==> config.mk <==
export PLATFORM = sky130hd
export DESIGN_NAME = pattern_gen
export DESIGN_NICKNAME = d
export VERILOG_FILES = /design/src/rtl/hdmi_pattern_pkg.sv /design/src/rtl/pattern_gen_box_mover.sv /design/src/rtl/pattern_gen.sv
export SDC_FILE = /design/constraint.sdc
export NUM_CORES = 1
export LEC_CHECK = 0
export CELL_PAD_IN_SITES_DETAIL_PLACEMENT = 1
export CELL_PAD_IN_SITES_GLOBAL_PLACEMENT = 2
export CORE_AREA = 2 2 138 140
export DETAILED_ROUTE_END_ITERATION = 10
export DIE_AREA = 0 0 140 142
export PLACE_DENSITY_LB_ADDON = 0.1
export SYNTH_ARGS = -nofsm -noshare
export SYNTH_HDL_FRONTEND = slang
export SYNTH_SLANG_ARGS = --single-unit
export TNS_END_PERCENT = 20
==> constraint.sdc <==
create_clock -name clk_pix -period 14.7 [get_ports clk_pix]
set_input_delay 2.94 -clock clk_pix [delete_from_list [all_inputs] [get_ports clk_pix]]
set_output_delay 2.94 -clock clk_pix [all_outputs]
set_load 0.01 [all_outputs]
==> src/rtl/hdmi_pattern_pkg.sv <==
// Shared types and colour constants for the HDMI test-pattern source.
// Pattern codes match the pattern_sel encoding driven by the top level.
package hdmi_pattern_pkg;

    typedef enum logic [1:0] {
        PAT_BARS  = 2'd0,
        PAT_CHECK = 2'd1,
        PAT_GRAD  = 2'd2,
        PAT_BOX   = 2'd3
    } pattern_e;

    typedef logic [23:0] rgb_t;

    // One axis of the bouncing box: left/top edge plus direction (1 = increasing).
    typedef struct packed {
        logic [9:0] pos;
        logic       fwd;
    } axis_t;

    localparam rgb_t BAR_COLOURS [8] = '{
        24'hFFFFFF, 24'hFFFF00, 24'h00FFFF, 24'h00FF00,
        24'hFF00FF, 24'hFF0000, 24'h0000FF, 24'h000000
    };

    localparam rgb_t BOX_FG    = 24'hFFFFFF;
    localparam rgb_t BOX_BG    = 24'h000040;
    localparam rgb_t RGB_BLACK = 24'h000000;
    localparam rgb_t RGB_WHITE = 24'hFFFFFF;

    function automatic rgb_t bar_colour(input logic [2:0] idx);
        return BAR_COLOURS[idx];
    endfunction

endpackage

==> src/rtl/pattern_gen_box_mover.sv <==
// Bouncing-box position tracker: one step per frame on each axis, reversing at the screen edges.
// bx/by already reflect the new frame's position during the step cycle so pixel (0,0) sees it.
module box_mover
    import hdmi_pattern_pkg::*;
#(
    parameter int BOX_SIZE  = 64,
    parameter int BOX_SPEED = 2
) (
    input  logic       clk_pix,
    input  logic       rst_in,
    input  logic       step,
    input  logic [9:0] screen_width,
    input  logic [9:0] screen_height,
    output logic [9:0] bx,
    output logic [9:0] by
);

    localparam logic [10:0] SIZE11  = 11'(BOX_SIZE);
    localparam logic [10:0] SPEED11 = 11'(BOX_SPEED);

    axis_t x_q, y_q;
    axis_t x_nxt, y_nxt;

    // 11-bit arithmetic keeps pos+size+speed from wrapping near the 10-bit limit.
    function automatic axis_t axis_step(input axis_t cur, input logic [9:0] lim);
        axis_t       nxt;
        logic [10:0] pos11;
        logic [10:0] lim11;
        nxt   = cur;
        pos11 = {1'b0, cur.pos};
        lim11 = {1'b0, lim};
        if (lim11 < SIZE11) begin
            nxt.pos = '0;
        end else if (cur.fwd) begin
            if (pos11 + SIZE11 + SPEED11 > lim11) begin
                nxt.pos = 10'(lim11 - SIZE11);
                nxt.fwd = 1'b0;
            end else begin
                nxt.pos = 10'(pos11 + SPEED11);
            end
        end else begin
            if (pos11 < SPEED11) begin
                nxt.pos = '0;
                nxt.fwd = 1'b1;
            end else begin
                nxt.pos = 10'(pos11 - SPEED11);
            end
        end
        return nxt;
    endfunction

    always_comb begin
        x_nxt = axis_step(x_q, screen_width);
        y_nxt = axis_step(y_q, screen_height);
    end

    always_ff @(posedge clk_pix) begin
        if (rst_in) begin
            x_q <= '{pos: 10'd0, fwd: 1'b1};
            y_q <= '{pos: 10'd0, fwd: 1'b1};
        end else if (step) begin
            x_q <= x_nxt;
            y_q <= y_nxt;
        end
    end

    assign bx = step ? x_nxt.pos : x_q.pos;
    assign by = step ? y_nxt.pos : y_q.pos;

endmodule

==> src/rtl/pattern_gen.sv <==
// Test-pattern video source for the HDMI core: maps raster position to a registered 24-bit colour.
// Pattern selection and box position only change at the frame boundary, so a frame never tears.
module pattern_gen
    import hdmi_pattern_pkg::*;
#(
    parameter int BAR_W      = 80,
    parameter int CHECK_LOG2 = 5,
    parameter int BOX_SIZE   = 64,
    parameter int BOX_SPEED  = 2
) (
    input  logic        clk_pix,
    input  logic        rst_in,
    input  logic [9:0]  cx,
    input  logic [9:0]  cy,
    input  logic [9:0]  screen_start_x,
    input  logic [9:0]  screen_start_y,
    input  logic [9:0]  screen_width,
    input  logic [9:0]  screen_height,
    input  logic [1:0]  pattern_sel,
    output logic [23:0] rgb,
    output logic        frame_start,
    output logic [7:0]  frame_count
);

    if (BAR_W < 1 || BOX_SIZE < 1 || BOX_SIZE > 1023 || BOX_SPEED < 1 ||
        CHECK_LOG2 < 0 || CHECK_LOG2 > 9) begin : g_param_check
        $error("pattern_gen: BAR_W/BOX_SIZE/BOX_SPEED must be >= 1, BOX_SIZE <= 1023, CHECK_LOG2 <= 9");
    end

    localparam int          RW         = (BAR_W > 1) ? $clog2(BAR_W) : 1;
    localparam logic [RW-1:0] BAR_RELOAD = RW'(BAR_W - 1);
    localparam logic [10:0] SIZE11     = 11'(BOX_SIZE);

    logic       frame_edge;
    logic       in_x;
    logic       active;
    logic [9:0] ax;
    logic [9:0] ay;
    logic [9:0] bx;
    logic [9:0] by;
    logic       in_box;

    pattern_e   pat_q;
    pattern_e   pat_cur;
    rgb_t       pix_rgb;

    logic [RW-1:0] bar_rem_q;
    logic [RW-1:0] bar_rem_cur;
    logic [2:0]    bar_idx_q;
    logic [2:0]    bar_idx_cur;

    assign frame_edge = (cx == 10'd0) && (cy == 10'd0);
    assign in_x       = (cx >= screen_start_x);
    assign active     = in_x && (cy >= screen_start_y);
    assign ax         = cx - screen_start_x;
    assign ay         = cy - screen_start_y;
    assign pat_cur    = frame_edge ? pattern_e'(pattern_sel) : pat_q;

    box_mover #(
        .BOX_SIZE  (BOX_SIZE),
        .BOX_SPEED (BOX_SPEED)
    ) u_box_mover (
        .clk_pix       (clk_pix),
        .rst_in        (rst_in),
        .step          (frame_edge),
        .screen_width  (screen_width),
        .screen_height (screen_height),
        .bx            (bx),
        .by            (by)
    );

    // Bar index for the current pixel: down-counter of pixels left in the bar,
    // reloaded at the first active column and on each terminal count.
    always_comb begin
        bar_rem_cur = bar_rem_q;
        bar_idx_cur = bar_idx_q;
        if (cx == screen_start_x) begin
            bar_rem_cur = BAR_RELOAD;
            bar_idx_cur = 3'd0;
        end else if (bar_rem_q == '0) begin
            bar_rem_cur = BAR_RELOAD;
            if (bar_idx_q != 3'd7) begin
                bar_idx_cur = bar_idx_q + 3'd1;
            end
        end else begin
            bar_rem_cur = bar_rem_q - RW'(1);
        end
    end

    assign in_box = ({1'b0, ax} >= {1'b0, bx}) && ({1'b0, ax} < {1'b0, bx} + SIZE11) &&
                    ({1'b0, ay} >= {1'b0, by}) && ({1'b0, ay} < {1'b0, by} + SIZE11);

    always_comb begin
        pix_rgb = RGB_BLACK;
        if (active) begin
            unique case (pat_cur)
                PAT_BARS:  pix_rgb = bar_colour(bar_idx_cur);
                PAT_CHECK: pix_rgb = (ax[CHECK_LOG2] ^ ay[CHECK_LOG2]) ? RGB_WHITE : RGB_BLACK;
                PAT_GRAD:  pix_rgb = {ax[7:0], ay[7:0], ax[8:1] ^ ay[8:1]};
                PAT_BOX:   pix_rgb = in_box ? BOX_FG : BOX_BG;
                default:   pix_rgb = RGB_BLACK;
            endcase
        end
    end

    always_ff @(posedge clk_pix) begin
        if (rst_in) begin
            bar_rem_q <= '0;
            bar_idx_q <= 3'd0;
        end else if (in_x) begin
            bar_rem_q <= bar_rem_cur;
            bar_idx_q <= bar_idx_cur;
        end
    end

    always_ff @(posedge clk_pix) begin
        if (rst_in) begin
            rgb         <= RGB_BLACK;
            frame_start <= 1'b0;
            frame_count <= 8'd0;
            pat_q       <= PAT_BARS;
        end else begin
            rgb         <= pix_rgb;
            frame_start <= frame_edge;
            if (frame_edge) begin
                frame_count <= frame_count + 8'd1;
                pat_q       <= pat_cur;
            end
        end
    end

endmodule

# [After elaboration in Yosys (flattened, before gate mapping)]
# Memories as Yosys holds them, arrays and structs flattened.
# Cells that the tools add are included.
# Widths: inputs -> output; s select.
[word_totals] reg_bits=67 romBits=192 in_bits=64 output_inout_bits=33 wordCells=89 memories=1
[op_classes] n_addsub=17 order_cmp=13 eq_ne=5 muxes=25 bitwise_logic=6 n_reduce_logical=12
[mem_list] memory="(no name shown)" depth=8 word_bits=24 rd=1 rd_clocked_by_memory_dff=0 write_ports=0 line="hdmi_pattern_pkg.sv:31" source="return BAR_COLOURS[idx];"
[op_table] op="$mux 24" n=4
[op_table] op="$pmux 24 s4" n=1
[op_table] op="$mux 10" n=8
[op_table] op="$add 10x7->11 const B" n=4
[op_table] op="$ge 10x10->1" n=4
[op_table] op="$add 11x2->11 const B" n=2
[op_table] op="$gt 11x10->1" n=2
[op_table] op="$lt 10x11->1" n=2
[op_table] op="$mux 11" n=2
[op_table] op="$add 10x2->10 const B" n=2
[op_table] op="$logic_not 10->1" n=2
[op_table] op="$lt 10x2->1 const B" n=2
[op_table] op="$lt 10x7->1 const B" n=2
[op_table] op="$sub 10x10->10" n=2
[op_table] op="$sub 10x2->10 const B" n=2
[op_table] op="$sub 10x7->10 const B" n=2
[op_table] op="$mux 7" n=2
[op_table] op="$eq 10x10->1" n=1
[op_table] op="$mux 3" n=3
[op_table] op="$add 8x1->8 const B" n=1
[op_table] op="$xor 8x8->8" n=1
[op_table] op="$logic_not 7->1" n=1
[op_table] op="$sub 7x1->7 const B" n=1
[op_table] op="$logic_and 1x1->1" n=5
[op_table] op="other kinds (13)" n=20

# [Depth between registers and ports, before layout]
[logic_depth] word_depth=14 depth_mapped=26 depth_no_buf=24

# [Cells and area by module]
# From an unflattened synthesis, not the netlist that was laid out.
[hier_totals] cells_unflattened=836 area_unflattened_um2=6531.3
[modules_own_cells] mod="pattern_gen" instances=1 cells_per_inst=453 area_each_um2=3779.9 seq_area_each_um2=900.9
[modules_own_cells] mod="box_mover" instances=1 cells_per_inst=383 area_each_um2=2751.4 seq_area_each_um2=440.4

# [Worst setup path before layout]
# No wires, ideal clock.
[synth_path] path_type="input to register" from="input screen_height[6]" to="register rgb[5]" setup_ns=0.132 t_arrival_ns=6.999 t_required_ns=14.568 setup_slack_ns=7.568 cell_stages=20 n_path_buf=1 path_cell_list="inv_1 ha_1 nand4_1 or3_1 a21oi_1 or2_1 clkbuf_1 o21ai_0 a22oi_1 nor2_1 a21oi_1 ha_1 a21oi_1 o21a_1 o21ai_0 a21o_1 a2111oi_0 a2111oi_4 a311oi_2 a21oi_1"
[synth_between] elab_chain_len=10 word_cells_on_any_way=14 cone_classes="add/sub (2); order compare (4); mux (6); reduce/logical (2)"
[synth_lines] element="from (decl)" line="pattern_gen.sv:18" source="input logic [9:0] screen_height,"
[synth_lines] element="$sub 10x7->10 / $gt 11x10->1 (equally long branches)" line="pattern_gen_box_mover.sv:36, pattern_gen_box_mover.sv:35"
[synth_lines] element="$mux 10" line="pattern_gen_box_mover.sv:35" source="if (pos11 + SIZE11 + SPEED11 > lim11) begin"
[synth_lines] element="$mux 11" line="pattern_gen_box_mover.sv:34" source="end else if (cur.fwd) begin"
[synth_lines] element="$mux 10 (*)" line="pattern_gen_box_mover.sv:32" source="if (lim11 < SIZE11) begin"
[synth_lines] element="$mux 10 (*)" line="pattern_gen_box_mover.sv:68" source="assign by = step ? y_nxt.pos : y_q.pos;"
[synth_lines] element="$add 10x7->11 / $ge 10x10->1 (equally long branches)" line="pattern_gen.sv:91" source="({1'b0, ay} >= {1'b0, by}) && ({1'b0, ay} < {1'b0, by} + SIZE11);"
[synth_lines] element="$lt 10x11->1 / $logic_and 1x1->1 (equally long branches)" line="pattern_gen.sv:91, pattern_gen.sv:90"
[synth_lines] element="$logic_and 1x1->1 (*)" line="pattern_gen.sv:91"
[synth_lines] element="$mux 24 (*)" line="pattern_gen.sv:100" source="PAT_BOX: pix_rgb = in_box ? BOX_FG : BOX_BG;"
[synth_lines] element="$pmux 24 s4 (*)" line="pattern_gen.sv:96" source="unique case (pat_cur)"
[synth_lines] element="to (signal assigned)" line="pattern_gen.sv:123" source="rgb <= pix_rgb;"
[synth_lines] element="to (decl)" line="pattern_gen.sv:20" source="output logic [23:0] rgb,"
# Every way passes the cells marked *; elsewhere a longest branch is shown, timed or not.
# A chain may end at the register's enable or synchronous reset.

# [Worst setup path after layout]
[layout_path] from="input screen_height[8]" to="register rgb[7]"
# Same word-level chain as after synthesis.

==> impl_metrics.toml <==
[worst_setup_path]
cp_max_fo = 11
critical-path-max-stage-delay_ns = 0.71
cp_cell_sequence = "clkdlybuf4s50_1 -> inv_1 -> ha_1 -> nand3_1 -> or3_1 -> a21oi_1 -> or2_1 -> o21ai_0 -> a22oi_1 -> nor2_1 -> a21oi_1 -> ha_1 -> a21oi_1 -> o21a_1 -> o21ai_0 -> a21o_1 -> a2111oi_0 -> a2111oi_4 -> a311oi_2 -> a21oi_1"
cp-start-kind = "primary input"
critical-path-top-delay-family = "compound AO/OA/AOI/OAI gates"
rrSetupSlack_ns = 8.46
crit_required_ns = 14.88
crit_slowest_cell = "a2111oi_0"
path_common_cell = "a21oi_1"
worst-setup-path-type = "primary input to register"
reg2reg_depth = 23
cp-end-kind = "register"
reg2reg_from = "u_box_mover.y_q[2]"
path_buf_inv = 2
cp-startpoint = "screen_height[8]"
rr_endpoint = "rgb[7]"
cp.arrival_ns = 8.30

[clock_tree]
cts_buffer_depth = 2
cts_htree_levels = 3
ctsResizeCount = 0
cts.clk_slew.worst_paths_ns = 0.06
cts_hold_buf = 0
cts_buffers = 9
insertion_delay_ns = 0.34
clock_sinks = 67
post_cts_buffers = 0
cts-root-buf = "clkbuf_16"
cts_tree = "done"

[logic_synthesis]
async_flop_share_pct = 0
synthTopCellsByArea = "dfxtp_1, ha_1, a21oi_1, nor2_1, nand2_1"
yosysMostFrequentCell = "nor2_1"
synth_area_sq_mm = 0.00618
yosys_warnings = 0
synth_cell_types = 70
yosys.area.top_type_share_pct = 21.7
postSynthRegisterBits = 67
syn_area_per_cell_sq_um = 7.51
synthFlopType = "dfxtp_1"
seq_area_frac_synth_pct = 21.7
synthCells = 823
syn_nets = 968
synth_common_cells = "nor2_1, ha_1, nand2_1, a21oi_1, dfxtp_1"
synth_enable_flop_cells = 0
synth_top_area_cell = "dfxtp_1"

[power_and_ir_drop]
p_leak_nw = 3.13
total_power_mw = 0.623
powerDensity_mw_per_mm2 = 81.3
ir_drop_mv = 0.0637

[sta]
worstMarginPinSlew_ns = 1.16
fmax_ghz = 0.123
fin_setup_tns_ns = 0
finalSetupViolCount = 0
fin_crit_ns = 8.12
rsz0062_at_grt = "false"
worst_clock_skew_ns = 0.00899
slew_headroom_pct = 22.4
fin_crit_sh_pct = 55.3
slew_violations = 0
hold_violations = 0

[detailed_routing]
drt_iter0_markers = 241
viasPerCell = 5.41
drcViolationCount = 2
wl_per_cell_um = 17.9
drtPass1Iterations = 9
drt.antenna.violating_nets = 0
routed_wl_um = 20400
vias = 6153

[placement]
port_buffers = 96
hpwl_um = 16600
dp.cells = 1122
gp_congestion = 0.909

[global_routing]
track_usage_pct = 20.7
grt_max_degree = 45
grt_overflow = 0
grt_pass1_vias = 6517
grt_pass1_wl_um = 33300
antenna_found_initial = 0

[floorplan]
die-area_sq_mm = 0.0199
die_y_um = 142
core_sq_mm = 0.0185
row_count = 50
start_util_pct = 33.5
die_x_um = 140
ios = 97

[status]
status = "finished, violations left"
violations = "design-rule violations"

[job]
cap_violations = 0

[finish]
area_growth_pct = 23.8
drive_gt1_share_pct = 3.76
fin_util_pct = 41.5
fin_nets = 1044
antenna-diode-count = 0
finalNonFillerCells = 1138

[hold_path]
worstHoldPathType = "register to register"
hold_end = "bar_rem_q[0]"
whs_path_depth = 1
worstHoldStart = "bar_rem_q[0]"
layout by cell type (no fill, tap or decap), drive strengths merged, types with 4 or more instances in the layout:
cell | synthesis | final
nor4 | 10 | 10
or3 | 8 | 8
o31ai | 6 | 6
o21ai | 41 | 41
nand3 | 22 | 22
nand2 | 73 | 73
nor3b | 4 | 4
xnor2 | 31 | 31
nor2 | 94 | 94
and3 | 8 | 8
a21o | 9 | 9
nand2b | 8 | 8
clkdlybuf4s50 | 0 | 96
a311oi | 5 | 5
a41oi | 5 | 5
xor2 | 26 | 26
o21a | 5 | 5
nor2b | 12 | 12
clkbuf | 26 | 12
mux2i | 5 | 5
a21oi | 70 | 70
o211ai | 5 | 5
a22oi | 6 | 6
a211oi | 14 | 14
nand4 | 16 | 16
or2 | 7 | 7
a211o | 4 | 4
dfxtp | 67 | 67
ha | 79 | 79
inv | 66 | 66
and2 | 6 | 6
a31oi | 8 | 8
nor3 | 19 | 19
o21bai | 4 | 4
o22ai | 5 | 5
nand3b | 5 | 5
how the worst max path moves through the flow:
stage,slack (ns),depth (start not counted),endpoint
after floorplan,7.57,20,rgb[5]
after global placement,6.55,20,rgb[5]
after detailed placement,6.29,20,rgb[5]
after CTS,6.61,20,rgb[7]
after global routing,6.10,20,rgb[1]
final,6.58,20,rgb[7]
layer usage:
| metal | GRT usage (%) | wire length, um |
|---|---|---|
| met5 | 0 | 0 |
| met4 | 5.16 | 286 |
| met3 | 3.03 | 733 |
| met2 | 36.1 | 9670 |
| met1 | 27.1 | 9670 |
through the flow:
stage	setup WS, ns	hold slack, ns	cell area [sq um]
finish	6.58	0.495	7660
floorplan	7.57	0.461	6180
global route	6.10	0.523	7660
detailed placement	6.29	0.492	7330
global placement	6.55	0.478	7330
CTS	6.61	0.500	7660
worst register-to-register path, stage by stage, from the launching register on:
cell and delay (ns):
dfxtp_1 0.40, ha_1 0.28, and3_1 0.23, a21oi_1 0.24, nor2_1 0.08, xor2_1 0.15
ha_1 0.31, nand3_1 0.10, or3_1 0.40, a21oi_1 0.50, or2_1 0.41, o21ai_0 0.18
a22oi_1 0.16, nor2_1 0.06, a21oi_1 0.20, ha_1 0.30, a21oi_1 0.16, o21a_1 0.15
o21ai_0 0.08, a21o_1 0.20, a2111oi_0 0.71, a2111oi_4 0.14, a311oi_2 0.49, a21oi_1 0.15
power by group:
| group | switching [mW] | leakage (nW) | internal, mW |
|---|---|---|---|
| Combinational | 0.106 | 2.43 | 0.0819 |
| Clock | 0.0826 | 0.159 | 0.158 |
| Sequential | 0.00510 | 0.543 | 0.190 |
state kept, by name, indices dropped and copies added (netlist names):
| signal | count |
|---|---|
| frame_start | 1 |
| rgb | 24 |
| bar_idx_q | 3 |
| pat_q | 2 |
| u_box_mover.y_q | 11 |
| frame_count | 8 |
| bar_rem_q | 7 |
| u_box_mover.x_q | 11 |
final cells by class:
cell class,instances,area (sq um)
Fill cell,2271,10800
Multi-Input combinational cell,656,4460
Sequential cell,67,1340
Timing Repair Buffer,99,983
Tap cell,234,293
Clock buffer,12,256
Inverter,66,248
Clock inverter,4,72.6
logic make-up (layout without fill, tap and decap cells):
family | Yosys count | in the layout | synth area share (%)
AND/OR/NAND/NOR | 299 | 299 | 23.6
AO/OA/AOI/OAI | 213 | 213 | 22.9
buffers and inverters | 100 | 181 | 6.15
adder cells (fa/ha/maj) | 81 | 81 | 16.6
flip-flops | 67 | 67 | 21.7
XOR/XNOR | 57 | 57 | 8.07
multiplexers | 6 | 6 | 0.992
No activity file was read; power rests on OpenSTA's default activity.
